===== src/rtl/pll_clock_sequencer_if.sv =====
// Core-facing signals of the PLL start-up sequencer.
// The sequencer sits on the slave side and drives reset, run status and the phi2 enable.
interface pll_clock_sequencer_if;
    logic       ce_hold;
    logic       sys_reset;
    logic       running;
    logic       clock_enable;
    logic [7:0] lock_loss_count;

    modport master (
        output ce_hold,
        input  sys_reset,
        input  running,
        input  clock_enable,
        input  lock_loss_count
    );

    modport slave (
        input  ce_hold,
        output sys_reset,
        output running,
        output clock_enable,
        output lock_loss_count
    );
endinterface


===== src/rtl/pll_clock_sequencer.sv =====
// Holds the SID core in reset until the PLL is stably locked.
// Afterwards it generates the ~1 MHz phi2 enable from a phase-accumulator NCO.
module pll_clock_sequencer #(
    parameter int unsigned SETTLE_CYCLES = 1024,
    parameter int unsigned ACC_WIDTH     = 24,
    parameter int unsigned PHASE_INC     = 333876
) (
    input  logic                 clock,
    input  logic                 reset,
    input  logic                 locked,
    pll_clock_sequencer_if.slave bus
);

    typedef enum logic [1:0] {
        WAIT_LOCK,
        SETTLE,
        RUN
    } state_e;

    localparam logic [15:0] SETTLE_LAST = 16'(SETTLE_CYCLES - 1);
    localparam logic [ACC_WIDTH:0] INC = (ACC_WIDTH + 1)'(PHASE_INC);

    state_e               state_q, state_d;
    logic                 sync1_q, locked_s_q;
    logic [15:0]          cnt_q, cnt_d;
    logic [ACC_WIDTH-1:0] acc_q, acc_d;
    logic                 ce_q, ce_d;
    logic [7:0]           llc_q, llc_d;
    logic [ACC_WIDTH:0]   sum;

    // locked is asynchronous to clock
    always_ff @(posedge clock) begin
        if (reset) begin
            sync1_q    <= 1'b0;
            locked_s_q <= 1'b0;
        end else begin
            sync1_q    <= locked;
            locked_s_q <= sync1_q;
        end
    end

    assign sum = {1'b0, acc_q} + INC;

    always_comb begin
        state_d = state_q;
        cnt_d   = cnt_q;
        acc_d   = acc_q;
        ce_d    = 1'b0;
        llc_d   = llc_q;
        unique case (state_q)
            WAIT_LOCK: begin
                cnt_d = '0;
                acc_d = '0;
                if (locked_s_q) begin
                    state_d = SETTLE;
                end
            end
            SETTLE: begin
                acc_d = '0;
                if (!locked_s_q) begin
                    state_d = WAIT_LOCK;
                    cnt_d   = '0;
                end else if (cnt_q == SETTLE_LAST) begin
                    state_d = RUN;
                    cnt_d   = '0;
                end else begin
                    cnt_d = cnt_q + 16'd1;
                end
            end
            RUN: begin
                if (!locked_s_q) begin
                    state_d = WAIT_LOCK;
                    acc_d   = '0;
                    if (llc_q != 8'hFF) begin
                        llc_d = llc_q + 8'd1;
                    end
                end else if (!bus.ce_hold) begin
                    acc_d = sum[ACC_WIDTH-1:0];
                    ce_d  = sum[ACC_WIDTH];
                end
            end
            default: begin
                state_d = WAIT_LOCK;
                cnt_d   = '0;
                acc_d   = '0;
            end
        endcase
    end

    always_ff @(posedge clock) begin
        if (reset) begin
            state_q <= WAIT_LOCK;
            cnt_q   <= '0;
            acc_q   <= '0;
            ce_q    <= 1'b0;
            llc_q   <= '0;
        end else begin
            state_q <= state_d;
            cnt_q   <= cnt_d;
            acc_q   <= acc_d;
            ce_q    <= ce_d;
            llc_q   <= llc_d;
        end
    end

    assign bus.sys_reset       = (state_q != RUN);
    assign bus.running         = (state_q == RUN);
    assign bus.clock_enable    = ce_q;
    assign bus.lock_loss_count = llc_q;

endmodule


===== src/flat_wrapper.sv =====
// flat-port wrapper written by rule: the top's interface ports become plain ports
module pll_clock_sequencer_flat 
#(
    parameter int unsigned SETTLE_CYCLES = 1024,
    parameter int unsigned ACC_WIDTH     = 24,
    parameter int unsigned PHASE_INC     = 333876
)
  (clock, reset, locked, bus_ce_hold, bus_sys_reset, bus_running, bus_clock_enable, bus_lock_loss_count);
  pll_clock_sequencer_if bus_i ();
  input  logic clock;
  input  logic reset;
  input  logic locked;
  input wire logic [$bits(bus_i.ce_hold)-1:0] bus_ce_hold;
  output wire logic [$bits(bus_i.sys_reset)-1:0] bus_sys_reset;
  output wire logic [$bits(bus_i.running)-1:0] bus_running;
  output wire logic [$bits(bus_i.clock_enable)-1:0] bus_clock_enable;
  output wire logic [$bits(bus_i.lock_loss_count)-1:0] bus_lock_loss_count;
  assign bus_i.ce_hold = bus_ce_hold;
  assign bus_sys_reset = bus_i.sys_reset;
  assign bus_running = bus_i.running;
  assign bus_clock_enable = bus_i.clock_enable;
  assign bus_lock_loss_count = bus_i.lock_loss_count;
  pll_clock_sequencer #(.SETTLE_CYCLES(SETTLE_CYCLES), .ACC_WIDTH(ACC_WIDTH), .PHASE_INC(PHASE_INC)) u_core (.clock(clock), .reset(reset), .locked(locked), .bus(bus_i));
endmodule

===== config.mk =====
export PLATFORM = sky130hd
export DESIGN_NAME = pll_clock_sequencer_flat
export DESIGN_NICKNAME = d
export VERILOG_FILES = /design/src/rtl/pll_clock_sequencer_if.sv /design/src/rtl/pll_clock_sequencer.sv /design/src/flat_wrapper.sv
export SDC_FILE = /design/constraint.sdc
export NUM_CORES = 1
export LEC_CHECK = 0
export BUFFER_PORTS_ARGS = -buffer_cell sky130_fd_sc_hd__buf_2
export CORE_MARGIN = 4
export CORE_UTILIZATION = 54
export DETAILED_ROUTE_END_ITERATION = 8
export PLACE_DENSITY = 0.78
export RECOVER_POWER = 100
export SYNTH_ARGS = -nofsm -noshare
export SYNTH_HDL_FRONTEND = slang
export SYNTH_SLANG_ARGS = --single-unit

===== constraint.sdc =====
create_clock -name clock -period 1.84 [get_ports clock]
set_clock_uncertainty 0.15 [all_clocks]
set_input_delay 0.092 -clock clock [delete_from_list [all_inputs] [get_ports clock]]
set_output_delay 0.092 -clock clock [all_outputs]
set_load 0.01 [all_outputs]

* Word-level counts from Yosys, hierarchy flattened
Cells that the tools add are included.
** Word-level totals
- Bits in read-only memories :: 0
- Latch bits :: 0
- Output and inout port bits :: 11
- Logic and storage cells :: 33
- Bits in registers :: 53
- Bits in writable memories :: 0
- Memories :: 0
** Operators by class
- Divide/modulo/power cells :: 0
- $lt $le $gt $ge :: 0
- Shifts and indexed selects :: 0
- Muxes and demuxes :: 8
- Bitwise operators :: 2
- $mul :: 0
- Reductions and logical operators :: 5
- Add/subtract/negate cells :: 3
- Eq/ne operators :: 8
** Operators by type and width (count)
- two-way mux 16 bit :: 2
- one-hot mux 16 bit (2 select lines) :: 1
- adder 24 x 19 -> 25 bit (second input constant) :: 1
- adder 16 x 1 -> 16 bit (second input constant) :: 1
- == test 16 x 10 -> 1 bit (second input constant) :: 1
- adder 8 x 1 -> 8 bit (second input constant) :: 1
- two-way mux 2 bit :: 4
- inequality test 8 bit (second input constant) :: 1
- one-hot mux 2 bit (3 select lines) :: 1
- AND reduction 3 bit :: 2
- inequality test 2 bit (second input constant) :: 2
- OR reduction 4 bit :: 1
- inequality test 3 bit (second input constant) :: 1
- OR reduction 3 bit :: 1
- == test 2 x 1 -> 1 bit (second input constant) :: 1
- == test 2 bit (second input constant) :: 1
- zero test 2 bit :: 1
- inequality test 2 x 1 -> 1 bit (second input constant) :: 1
- inverter 1 bit :: 2

* Logic depth before layout (Yosys ltp)
Gate-level depths: netlist of run 1.
- Depth in word-level cells :: 4
- Gate-level depth with buffers :: 7
- Gate-level depth less buffers :: 6

* Worst setup path before layout of run 1
No wires, ideal clock.
- Kind :: reg2reg
- Start :: register u_core.cnt_q[0]
- End :: register u_core.cnt_q[12]
- Slack :: 0.036 ns
- Period minus slack after synthesis :: 1.804 ns
- Data arrival time :: 1.532 ns
- Cell stages (with the launch flop) :: 7
- Path buffers :: 0
- Cells stage by stage :: dfxtp_1 ha_1 and4_1 and4b_1 nor3b_2 and3_1 a221o_1
** Between the ends
- Longest elaborated chain between the ends :: 4
- Elaborated cells between the ends (all ways) :: 5
- Classes of those cells :: add/sub: 1; eq/ne: 1; mux: 3
** Ends and longest elaborated chain
- start, declared :: line pll_clock_sequencer.sv:25 : logic [15:0] cnt_q, cnt_d;
- start signal, assigned :: line pll_clock_sequencer.sv:99 : cnt_q <= cnt_d;
- adder 16 x 1 -> 16 bit or == test 16 x 10 -> 1 bit (tied branches) :: line pll_clock_sequencer.sv:67, pll_clock_sequencer.sv:63
- two-way mux 16 bit * :: line pll_clock_sequencer.sv:63 : end else if (cnt_q == SETTLE_LAST) begin
- two-way mux 16 bit * :: line pll_clock_sequencer.sv:60 : if (!locked_s_q) begin
- one-hot mux 16 bit (2 select lines) * :: line pll_clock_sequencer.sv:50 : unique case (state_q)
Every way passes the cells marked *; elsewhere a longest branch is shown, timed or not.
A chain may end at the register's enable or synchronous reset.

* Final worst setup path of run 1
- Start :: register u_core.cnt_q[7]
- End :: register u_core.cnt_q[12]
The elaborated chain is that of the path after synthesis.

==> results.md, run 1 <==
* Mapped Nets at 277
* Final min period at 1.80 ns
* DR WL/cell at 13.1 um
* Post-route ant nets at 0
* Inserted Clock Buffers at 5
* Clock tree root driver cell: clkbuf_8
* Post-synthesis async set-or-reset flop share at 0%
* Worst Hold Class: primary input to register
* Metal2 WL at 2190 um
* Initial core utilization at 57.5%
* P per Cell Area at 656 nW/um^2
* Final core occ at 67.7%
* DP Cell Count at 341
* Vias at 1979
* CP max stage cell: and4b_2
* Worst hold margin at 0.141 ns
* Power, Total at 1.84 mW
* GR Overflow Total at 0
* Initial antenna violation count at 0
* Fmax at 556 MHz
* Critical Path AT at 1.84 ns
* Post-Syn Area at 2380 um^2
* Slew @ Worst Pin at 0.393 ns
* Footprint of the multi-input gates at 1370 um^2
* Buf/Inv on CP at 0
* Cell area after layout at 2810 um^2
* Core area at 4140 um^2
* Max layer used: met4
* Storage element area at 1030 um^2
* Vias in the first global route at 1805
* Die extent in y at 74.4 um
* Setup violations, final at 0
* Max_cap viols at 0
* Largest net degree at the start of global routing at 21
* Clock share of power at 37.9%
* Final hold vios at 0
* Sequential Power Share at 60.1%
* Slew margin rel. at 73.8%
* Leak Pwr at 0.980 nW
* Seq/Total Area, Yosys at 42.8%
* Worst path max stage delay at 0.43 ns
* Htree depth at 2
* DR vias/cell at 5.56
* Max IR drop VDD at 0.355 mV
* N_diodes at 0
* Crit Path Category: register to register
* Site Rows at 23
* DPL Wire Length at 3080 um
* Fill cell total of the finished layout at 353
* Status: finished clean
* TritonCTS clock tree: built
* Clk sinks at 51
* Die width at 74.4 um
* DR DRC count at 0
* Area growth, synth to finish at 17.7%
* CP startpoint kind: register
* CP max FO at 6
* Post-DP Area at 2590 um^2
* CP cell instances: nand4_1 -> and4b_2 -> nor3b_4 -> and3_1 -> a221o_1
* Post-Route WL at 4650 um
* I/O Buffers at 14
* Slew Viols, Final at 0
* Worst slack at placement at -0.0479 ns
* Crit. End Element: register
* First-pass GRT wire length at 7920 um
* Cells after Synth at 270
* Finished Layout Cells at 356
* DRT met1 WL at 2170 um
* Post-synth EDFFs at 0
* Setup TNS at 0 ns
* Gpl congestion at 0.805
* Syn_area_per_cell at 8.83 um^2
* Most used DFF post-synth: dfxtp_1
* Metal3 WL at 239 um
* Critical path's top delay family: simple AND/OR/NAND/NOR gates
* GRT Overall Usage at 18.0%
* Worst EP required at 1.88 ns
* Period Utilization, post-route at 97.7%
* Worst skew pair latency at 0.30 ns
* Ports at 15
* Clk slew on worst S/H paths at 0.09 ns
* NetSw at 0.376 mW
* DRT iter0 DRCs at 82
* Nets at 312
* 1st-pass router iterations at 4
* Sw Share at 20.4%
* Comb power frac at 2.0%
* Die area at 5540 um^2
* Synth Warn # at 0
* Layout cells sized above 1 at 18.3%
* Synth Register Bits at 51
* Final Worst Setup Slack at 0.0417 ns
* Count of different cell masters after synthesis at 47
* Buffer levels on the longest clock path at 2
* P_int at 1.47 mW
## path summary, 6_finish.rpt
kind                                   end                          from  cells past startpoint  slack [ns]
max          u_core.cnt_q[12]$_SDFFE_PP0P_  u_core.cnt_q[7]$_SDFFE_PP0P_                      5        0.04
min           u_core.acc_q[3]$_SDFFE_PP0N_                   bus_ce_hold                      3        0.14
max reg2reg  u_core.cnt_q[12]$_SDFFE_PP0P_  u_core.cnt_q[7]$_SDFFE_PP0P_                      5        0.04
min reg2reg   u_core.locked_s_q$_SDFF_PP0_     u_core.sync1_q$_SDFF_PP0_                      1        0.30
## worst reg2reg max path, delay by kind of cell, from the launching register on
kind | cells | cell delay, ns
simple gates | 4 | 0.91
flops | 1 | 0.38
compound gates | 1 | 0.26
## synth_stat cells, types with 2 or more instances
library cell / instances / share of area [%]
dfxtp_1: 51 / 43
nor2_1: 48 / 7.6
xor2_1: 18 / 6.6
xnor2_1: 17 / 6.2
nand2_1: 15 / 2.4
nand3_1: 13 / 2.7
a21oi_1: 11 / 2.3
nand4_1: 9 / 2.4
and3_1: 8 / 2.1
nor2b_1: 7 / 1.8
clkbuf_1: 6 / 0.94
nor3_1: 5 / 1.0
a31oi_1: 4 / 1.0
and4_1: 4 / 1.5
o21ai_0: 4 / 0.84
a211oi_1: 3 / 0.94
ha_1: 3 / 1.6
mux2i_1: 3 / 1.3
nor3b_1: 3 / 0.94
or3_1: 3 / 0.79
a311oi_1: 2 / 0.74
and2_1: 2 / 0.52
buf_4: 2 / 0.63
inv_1: 2 / 0.32
nand2b_1: 2 / 0.52
nor3b_2: 2 / 1.0
nor4_1: 2 / 0.52
o21bai_1: 2 / 0.63
## layer usage
metal,track usage (%),up-vias
met4,4.74,0
met5,0,-
met2,29.1,44
met3,4.73,8
li1,-,1010
met1,23.8,917
## layout make-up
| type | instances | area share, % |
|---|---|---|
| Clock buffer | 8 | 3.57 |
| Multi-Input combinational cell | 207 | 48.7 |
| Tap cell | 50 | 2.23 |
| Sequential cell | 51 | 36.6 |
| Inverter | 3 | 0.401 |
| Timing Repair Buffer | 37 | 8.56 |
## placed cells by master (no fill, tap or decap), types with 2 or more instances in the layout
cell type,count
buf_2,6
dfxtp_2,4
clkbuf_1,9
o21ai_0,3
o21bai_1,2
xnor2_1,17
clkbuf_8,7
nor3_1,4
xor2_1,18
a21oi_1,11
a31oi_1,4
or3_1,2
nor3b_1,3
nor2b_1,7
a211oi_1,3
and3_1,8
nand4_1,9
mux2i_1,3
nor2_1,48
nand2b_2,2
dlygate4sd3_1,3
nand2_1,15
and4_1,3
inv_1,2
a311oi_2,2
nor3b_4,2
nor4_1,2
nand3_1,13
dfxtp_1,47
buf_4,20
ha_1,2
## cells by family (layout without fill, tap and decap cells)
family / after synthesis / in the layout / share of synthesized area (%)
AND/OR/NAND/NOR: 128 / 129 / 27.6
flip-flops: 51 / 51 / 42.8
AO/OA/AOI/OAI: 37 / 37 / 11.2
XOR/XNOR: 35 / 35 / 12.9
buffers and inverters: 13 / 48 / 2.73
adder cells (fa/ha/maj): 3 / 3 / 1.57
multiplexers: 3 / 3 / 1.26
## sequential cells by signal (all words and copies together) (netlist names)
name / cells
u_core.acc_q: 22
u_core.cnt_q: 16
u_core.bus.lock_loss_count: 8
u_core.state_q: 2
u_core.bus.clock_enable: 1
u_core.locked_s_q: 1
u_core.sync1_q: 1
## power by group through the flow
stage	clock network [mW]	registers, mW	logic, mW
6_report	0.697	1.11	0.0370
5_1_grt	0.753	1.11	0.0397
4_1_cts	0.710	1.11	0.0344
3_5_place_dp	0	1.13	0.0291
3_3_place_gp	0	1.13	0.0286
2_1_floorplan	0	1.13	0.0221
## timing repair
item	in CTS	in global routing
gates resized for setup	2	20
pin swaps	1	2
setup endpoints to repair	14	26
hold buffers	3	0
cloned	0	1
setup buffers	1	2
endpoints found under the hold margin	10	0
Power figures use the tool's default switching activity.
==> inputs of run 2 (changes only) <==
--- a/config.mk
+++ b/config.mk
@@ -5,12 +5,15 @@
 export SDC_FILE = /design/constraint.sdc
 export NUM_CORES = 1
 export LEC_CHECK = 0
+export ABC_AREA = 1
 export BUFFER_PORTS_ARGS = -buffer_cell sky130_fd_sc_hd__buf_2
+export CAP_MARGIN = 20
 export CORE_MARGIN = 4
-export CORE_UTILIZATION = 54
+export CORE_UTILIZATION = 55
 export DETAILED_ROUTE_END_ITERATION = 8
-export PLACE_DENSITY = 0.78
+export PLACE_DENSITY = 0.79
 export RECOVER_POWER = 100
+export SKIP_LAST_GASP = 1
 export SYNTH_ARGS = -nofsm -noshare
 export SYNTH_HDL_FRONTEND = slang
 export SYNTH_SLANG_ARGS = --single-unit
==> run 2 against run 1 <==
- non-clock buffer count down 12
- maximum frequency is 6.9% higher
- cell count grew 46%
- register-to-register slack gained 0.12 ns
- design area increased by 8.2%
- largest power group unchanged
- clock power fell by 1%
- global-route usage rose by 1.5 points
- first-iteration DRC count rose by 37%
==> results.md, run 2 <==
* Status: finished clean (unchanged)
* Slew margin rel. at 73.3% (was 73.8%)
* Vias at 2612 (was 1979)
* Final Worst Setup Slack at 0.158 ns (was 0.0417 ns)
* Synth Register Bits at 51 (unchanged)
* Biggest register: u_core.acc_q (unchanged)
* Synth Warn # at 0 (unchanged)
* CP startpoint: u_core.cnt_q[0]$_SDFFE_PP0P_ (was u_core.cnt_q[7]$_SDFFE_PP0P_)
* First-pass GRT wire length at 9770 um (was 7920 um)
* Die area at 6170 um^2 (was 5540 um^2)
* Power, Total at 1.84 mW (about the same)
* Die width at 78.5 um (was 74.4 um)
* Worst Hold Class: primary input to register (unchanged)
* Post-cts resize count at 0 (was 2)
* Max_cap viols at 0 (unchanged)
* Setup violations, final at 0 (unchanged)
* Most used DFF post-synth: dfxtp_1 (unchanged)
* Worst skew pair latency at 0.31 ns (was 0.30 ns)
* Die extent in y at 78.5 um (was 74.4 um)
* Largest net degree at the start of global routing at 17 (was 21)
* Crit Path Category: register to register (unchanged)
* Post-synth top cells: nand2_1, nor2_1, dfxtp_1 (was dfxtp_1, nor2_1, xor2_1)
* Worst r2r dst: u_core.cnt_q[11]$_SDFFE_PP0P_ (was u_core.cnt_q[12]$_SDFFE_PP0P_)
* Worst hold margin at 0.0599 ns (was 0.141 ns)
* Slew Viols, Final at 0 (unchanged)
* Fill cell total of the finished layout at 451 (was 353)
* Post-synth EDFFs at 0 (unchanged)
* P per Cell Area at 606 nW/um^2 (was 656 nW/um^2)
* Layout cells sized above 1 at 7.74% (was 18.3%)
* Fmax at 595 MHz (was 556 MHz)
* Syn_area_per_cell at 6.44 um^2 (was 8.83 um^2)
* DR WL/cell at 10.6 um (was 13.1 um)
* Largest family of logic cells by synthesized area: simple AND/OR/NAND/NOR gates (unchanged)
* Worst EP required at 1.94 ns (was 1.88 ns)
* DR vias/cell at 5.03 (was 5.56)
* Area contributors post-synth: dfxtp_1, nand2_1, nor2_1, inv_1, nand3_1 (was dfxtp_1, nor2_1, xor2_1, xnor2_1, nand3_1)
* Max IR drop VDD at 0.379 mV (was 0.355 mV)
* Count of different cell masters after synthesis at 32 (was 47)
* Clock tree root driver cell: clkbuf_8 (unchanged)
* Core area at 4790 um^2 (was 4140 um^2)
* GR Overflow Total at 0 (unchanged)
* Reg2Reg Launch Point: u_core.cnt_q[0]$_SDFFE_PP0P_ (was u_core.cnt_q[7]$_SDFFE_PP0P_)
* Post-synthesis adder-cell area fraction at 1.37% (was 1.57%)
* Simple-Gate Fraction of Synth Area at 39.6% (was 27.6%)
* Buffer levels on the longest clock path at 2 (unchanged)
* Cells after Synth at 425 (was 270)
* Crit. End Element: register (unchanged)
* Clk slew on worst S/H paths at 0.10 ns (was 0.09 ns)
* Post-synth top area share at 37.3% (was 42.8%)
* Mapped Nets at 432 (was 277)
* Cell area after layout at 3030 um^2 (was 2810 um^2)
* GRT Overall Usage at 19.4% (was 18.0%)
* Post-Synth XOR/XNOR Area at 3.20% (was 12.9%)
* TritonCTS clock tree: built (unchanged)
* Area leader, netlist: dfxtp_1 (unchanged)
* Period Utilization, post-route at 91.4% (was 97.7%)
* Gpl congestion at 0.854 (was 0.805)
* DPL Wire Length at 4090 um (was 3080 um)
* Crit path capture: u_core.cnt_q[11]$_SDFFE_PP0P_ (was u_core.cnt_q[12]$_SDFFE_PP0P_)
* Most common cell in the netlist: nand2_1 (was dfxtp_1)
* N_diodes at 0 (unchanged)
* Compound-gate portion of the synthesized area at 10.1% (was 11.2%)
* Critical Path AT at 1.78 ns (was 1.84 ns)
* I/O Buffers at 14 (unchanged)
* Ports at 15 (unchanged)
* Nets at 458 (was 312)
* RSZ-0062 raised after global routing: false
* Mux contribution to synthesized area at 0% (was 1.26%)
* Flop2flop setup slack at 0.16 ns (was 0.04 ns)
* DRT iter0 DRCs at 112 (was 82)
* 1st-pass router iterations at 4 (unchanged)
* Post-synthesis async set-or-reset flop share at 0% (unchanged)
* Site Rows at 25 (was 23)
* Leak Pwr at 1.19 nW (was 0.980 nW)
* Area growth, synth to finish at 10.9% (was 17.7%)
* Setup TNS at 0 ns (unchanged)
* Initial core utilization at 57.2% (was 57.5%)
* CP startpoint kind: register (unchanged)
* Post-route ant nets at 0 (unchanged)
* Number of flip-flops in the largest register at 22 (unchanged)
* Worst slack at placement at 0.149 ns (was -0.0479 ns)
* CP max FO at 13 (was 6)
* Post-Syn Area at 2740 um^2 (was 2380 um^2)
* Final hold vios at 0 (unchanged)
* Most frequent cells in the layout: nand2_1, nor2_1, dfxtp_1, inv_1, nand3_1 (was nor2_1, dfxtp_1, buf_4, xor2_1, xnor2_1)
* Htree depth at 2 (unchanged)
* Vias in the first global route at 2453 (was 1805)
* Slew @ Worst Pin at 0.399 ns (was 0.393 ns)
* Final min period at 1.68 ns (was 1.80 ns)
* Most common cell after layout, fill and taps aside: nand2_1 (was nor2_1)
* Initial antenna violation count at 0 (unchanged)
* Reg2reg path depth at 7 (was 5)
* Seq/Total Area, Yosys at 37.3% (was 42.8%)
* Inserted Clock Buffers at 5 (unchanged)
* DR DRC count at 0 (unchanged)
* Post-Route WL at 5520 um (was 4650 um)
* Clk sinks at 51 (unchanged)
* Post-DP Area at 2900 um^2 (was 2590 um^2)
-- run 2: cell types whose count changed after synthesis, sizes merged, moves of 15 or more --
cell   change
nor2      +31
o21ai     +15
a21oi     +17
nand2    +103
inv       +47
nand3     +19
-- run 2: layout make-up --
cell class | instances | area [um^2] | share of cell area, %
clock buffers | 6 | 82.6 | 2.72
clock inverters | 2 | 16.3 | 0.536
inverters | 51 | 191 | 6.31
multi-input cells | 317 | 1480 | 48.8
flip-flops and latches | 51 | 1020 | 33.6
well taps | 67 | 83.8 | 2.76
repair buffers | 25 | 159 | 5.24
-- run 2: worst min-delay path by stage --
stage | start | end | cells after the start
finish | bus_ce_hold | u_core.acc_q[3]$_SDFFE_PP0N_ | 4
global route | bus_ce_hold | u_core.acc_q[3]$_SDFFE_PP0N_ | 4
CTS | bus_ce_hold | u_core.acc_q[3]$_SDFFE_PP0N_ | 4
detailed placement | locked | u_core.sync1_q$_SDFF_PP0_ | 3
global placement | locked | u_core.sync1_q$_SDFF_PP0_ | 3
floorplan | reset | u_core.bus.lock_loss_count[2]$_SDFFE_PP0P_ | 1
-- run 2: kinds of logic (layout without fill, tap and decap cells) --
group / count (synthesis) / count (layout)
adders and majority gates: 3 / 3
DFF: 51 / 51
AOI/OAI and AO/OA: 51 / 51
xor gates and xnor gates: 10 / 10
and+or+nand+nor: 253 / 253
buffers and inverters: 57 / 84
-- run 2: critical path, stage by stage (launching register included) --
cell and delay (ns):
dfxtp_1 0.35, ha_1 0.27, nand3_2 0.12, nor2_2 0.05, nor2_1 0.31, o21ai_4 0.11, buf_12 0.15, a21oi_1 0.10
-- run 2: where the power goes --
group | internal (mW) | switching [mW] | leakage, nW
clock network | 0.308 | 0.381 | 0.0474
logic | 0.0155 | 0.0266 | 0.733
registers | 1.11 | 0.00179 | 0.411
-- run 2: metal layers --
| metal | GRT usage (%) | vias up | wire, um | share of wire, % |
|---|---|---|---|---|
| met5 | 0 | - | 0 | 0 |
| met4 | 8.57 | 0 | 91 | 1.6 |
| met3 | 3.78 | 6 | 173 | 3.1 |
| met2 | 35.0 | 35 | 2690 | 49 |
| met1 | 22.0 | 1168 | 2570 | 47 |
| li1 | - | 1403 | - | - |
-- run 2: what timing repair did --
action / in CTS / in global routing
hold buffers: 3 / 0
buffers inserted: 0 / 1
endpoints found under the setup margin: 0 / 3
endpoints found under the hold margin: 7 / 0
-- run 2: stage by stage --
step / utilization, % / std cells
after detailed placement: 60.6 / 507
after CTS: 63.3 / 518
after global routing: 63.4 / 519
after global placement: 60.6 / 507
final: 63.4 / 519
after floorplan: - / 425
==> inputs of run 3 (changes only) <==
--- a/config.mk
+++ b/config.mk
@@ -7,11 +7,11 @@
 export LEC_CHECK = 0
 export ABC_AREA = 1
 export BUFFER_PORTS_ARGS = -buffer_cell sky130_fd_sc_hd__buf_2
-export CAP_MARGIN = 20
 export CORE_MARGIN = 4
-export CORE_UTILIZATION = 55
+export CORE_UTILIZATION = 57
+export CTS_BUF_LIST = sky130_fd_sc_hd__clkbuf_4 sky130_fd_sc_hd__clkbuf_8
 export DETAILED_ROUTE_END_ITERATION = 8
-export PLACE_DENSITY = 0.79
+export PLACE_DENSITY = 0.81
 export RECOVER_POWER = 100
 export SKIP_LAST_GASP = 1
 export SYNTH_ARGS = -nofsm -noshare
==> run 3 against run 2 <==
- critical path depth is 1 lower
- via count up 2.3%
- first-iteration DRC count up 24%
- critical endpoint is now u_core.bus.lock_loss_count[2]$_SDFFE_PP0P_
- highest routed layer unchanged
==> results.md, run 3 (synthesis results as in run 2) <==
* Clk slew on worst S/H paths at 0.10 ns (about the same)
* CP max FO at 5 (was 13)
* Setup violations, final at 0 (unchanged)
* Die area at 5970 um^2 (was 6170 um^2)
* Ports at 15 (unchanged)
* Die width at 77.3 um (was 78.5 um)
* Sequential Power Share at 56.4% (was 60.2%)
* DR vias/cell at 5.28 (was 5.03)
* Max IR drop VDD at 0.462 mV (was 0.379 mV)
* Sw Share at 22.0% (was 22.3%)
* NetSw at 0.432 mW (was 0.410 mW)
* Site Rows at 24 (was 25)
* Buffer levels on the longest clock path at 2 (unchanged)
* Vias in the first global route at 2473 (was 2453)
* I/O Buffers at 14 (unchanged)
* Critical path's top delay family: compound AO/OA/AOI/OAI gates (was simple AND/OR/NAND/NOR gates)
* DR DRC count at 0 (unchanged)
* Buf/Inv on CP at 1 (unchanged)
* Max_cap viols at 0 (unchanged)
* Critical Path AT at 1.80 ns (was 1.78 ns)
* Setup TNS at 0 ns (unchanged)
* Fill cell total of the finished layout at 405 (was 451)
* Slew Viols, Final at 0 (unchanged)
* Core area at 4500 um^2 (was 4790 um^2)
* Crit Path Category: register to register (unchanged)
* DRT iter0 DRCs at 139 (was 112)
* Area growth, synth to finish at 10.9% (unchanged)
* Leak Pwr at 1.20 nW (was 1.19 nW)
* Clk sinks at 51 (unchanged)
* Crit. End Element: register (unchanged)
* Comb power frac at 2.2% (was 2.3%)
* Clock share of power at 41.4% (was 37.5%)
* DR WL/cell at 11.6 um (was 10.6 um)
* Final hold vios at 0 (unchanged)
* Nets at 460 (was 458)
* Most common cell after layout, fill and taps aside: nand2_1 (unchanged)
* Vias at 2673 (was 2612)
* N_diodes at 0 (unchanged)
* Die extent in y at 77.3 um (was 78.5 um)
* Post-route ant nets at 0 (unchanged)
* Worst Hold Class: primary input to register (unchanged)
* Htree depth at 2 (unchanged)
* Fmax at 586 MHz (was 595 MHz)
* Footprint of the multi-input gates at 1480 um^2 (about the same)
* DPL Wire Length at 4240 um (was 4090 um)
* Clock tree root driver cell: clkbuf_8 (unchanged)
* Number of flip-flops in the largest register at 22 (unchanged)
* Biggest register: u_core.acc_q (unchanged)
* CP max stage cell: dfxtp_1 (unchanged)
* P per Cell Area at 647 nW/um^2 (was 606 nW/um^2)
* GR Overflow Total at 0 (unchanged)
* 1st-pass router iterations at 4 (unchanged)
* Worst EP required at 1.94 ns (about the same)
* Inserted Clock Buffers at 5 (unchanged)
* First-pass GRT wire length at 10300 um (was 9770 um)
* Post-Route WL at 5870 um (was 5520 um)
* CP startpoint kind: register (unchanged)
* Most frequent cells in the layout: nand2_1, nor2_1, dfxtp_1, inv_1, nand3_1 (unchanged)
* CP cell instances: ha_1 -> nand4_1 -> o21ai_2 -> buf_4 -> nand2_1 -> a21oi_1 (was ha_1 -> nand3_2 -> nor2_2 -> nor2_1 -> o21ai_4 -> buf_12 -> a21oi_1)
* Gpl congestion at 0.859 (was 0.854)
* Status: finished clean (unchanged)
* Largest net degree at the start of global routing at 18 (was 17)
* P_int at 1.53 mW (was 1.43 mW)
* Storage element area at 1020 um^2 (unchanged)
* Worst skew pair latency at 0.31 ns (about the same)
* Worst hold margin at 0.0539 ns (was 0.0599 ns)
* Layout cells sized above 1 at 7.93% (was 7.74%)
* Final min period at 1.71 ns (was 1.68 ns)
* Period Utilization, post-route at 92.8% (was 91.4%)
* TritonCTS clock tree: built (unchanged)
* Initial antenna violation count at 0 (unchanged)
* Slew @ Worst Pin at 0.366 ns (was 0.399 ns)
* Slew margin rel. at 75.6% (was 73.3%)
* Initial core utilization at 60.7% (was 57.2%)
* GRT Overall Usage at 20.5% (was 19.4%)
* Worst path max stage delay at 0.41 ns (was 0.35 ns)
-- run 3: cell types whose count changed in the layout (fill, tap and decap cells not counted) --
cell and delta:
nand3_2 -1, clkbuf_2 -1, inv_2 -1, inv_6 +1
bufinv_16 +1, buf_4 +4, clkinv_4 -1, nor2_2 +1
clkbuf_8 -1, nor2_1 -1, inv_1 +1, buf_12 -1
nand3_1 +1
-- run 3: final cells by class --
cell class | count | area share, %
Multi-Input combinational cell | 317 | 48.7
Sequential cell | 51 | 33.6
Inverter | 51 | 6.31
Timing Repair Buffer | 27 | 5.40
Clock buffer | 5 | 2.27
Tap cell | 52 | 2.14
Clock inverter | 3 | 1.53
-- run 3: path summary, 6_finish.rpt --
path / slack (ns) / from / to / cells past startpoint
hold / removal: 0.05 / bus_ce_hold / u_core.acc_q[3]$_SDFFE_PP0N_ / 4
setup reg to reg: 0.13 / u_core.bus.lock_loss_count[1]$_SDFFE_PP0P_ / u_core.bus.lock_loss_count[2]$_SDFFE_PP0P_ / 6
hold reg to reg: 0.27 / u_core.sync1_q$_SDFF_PP0_ / u_core.locked_s_q$_SDFF_PP0_ / 2
setup / recovery: 0.13 / u_core.bus.lock_loss_count[1]$_SDFFE_PP0P_ / u_core.bus.lock_loss_count[2]$_SDFFE_PP0P_ / 6
-- run 3: power groups by stage --
stage | sequential [mW] | clock (mW) | combinational [mW]
floorplan | 1.13 | 0 | 0.0230
global placement | 1.13 | 0 | 0.0359
detailed placement | 1.13 | 0 | 0.0365
CTS | 1.11 | 0.827 | 0.0417
global route | 1.11 | 0.867 | 0.0471
finish | 1.11 | 0.814 | 0.0423
-- run 3: routing by layer --
metal | global-route usage (%) | vias up | wire length, um
met1 | 24.5 | 1218 | 2680
met3 | 3.75 | 8 | 207
met5 | 0 | - | 0
met2 | 37.3 | 43 | 2910
met4 | 5.52 | 0 | 72
li1 | - | 1404 | -
-- run 3: worst register-to-register path, cell delays in order (launching register included) --
cell     delay (ns)
dfxtp_1        0.41
ha_1           0.23
nand4_1        0.19
o21ai_2        0.27
buf_4          0.18
nand2_1        0.05
a21oi_1        0.16
-- run 3: what timing repair did --
action                     CTS  global route
gates resized for setup      0             0
hold buffers                 3             0
buffers inserted             0             2
hold endpoints to repair     3             0
setup endpoints to repair    0             3
-- run 3: through the flow --
step	power, mW	setup slack [ns]	util, %	cells	cell area [um^2]
floorplan	1.16	0.253	-	425	2740
finish	1.96	0.133	67.4	506	3030
global route	2.02	-0.00654	67.4	506	3030
global placement	1.17	0.234	64.2	493	2890
detailed placement	1.17	0.110	64.2	493	2890
CTS	1.98	0.0844	67.4	504	3040
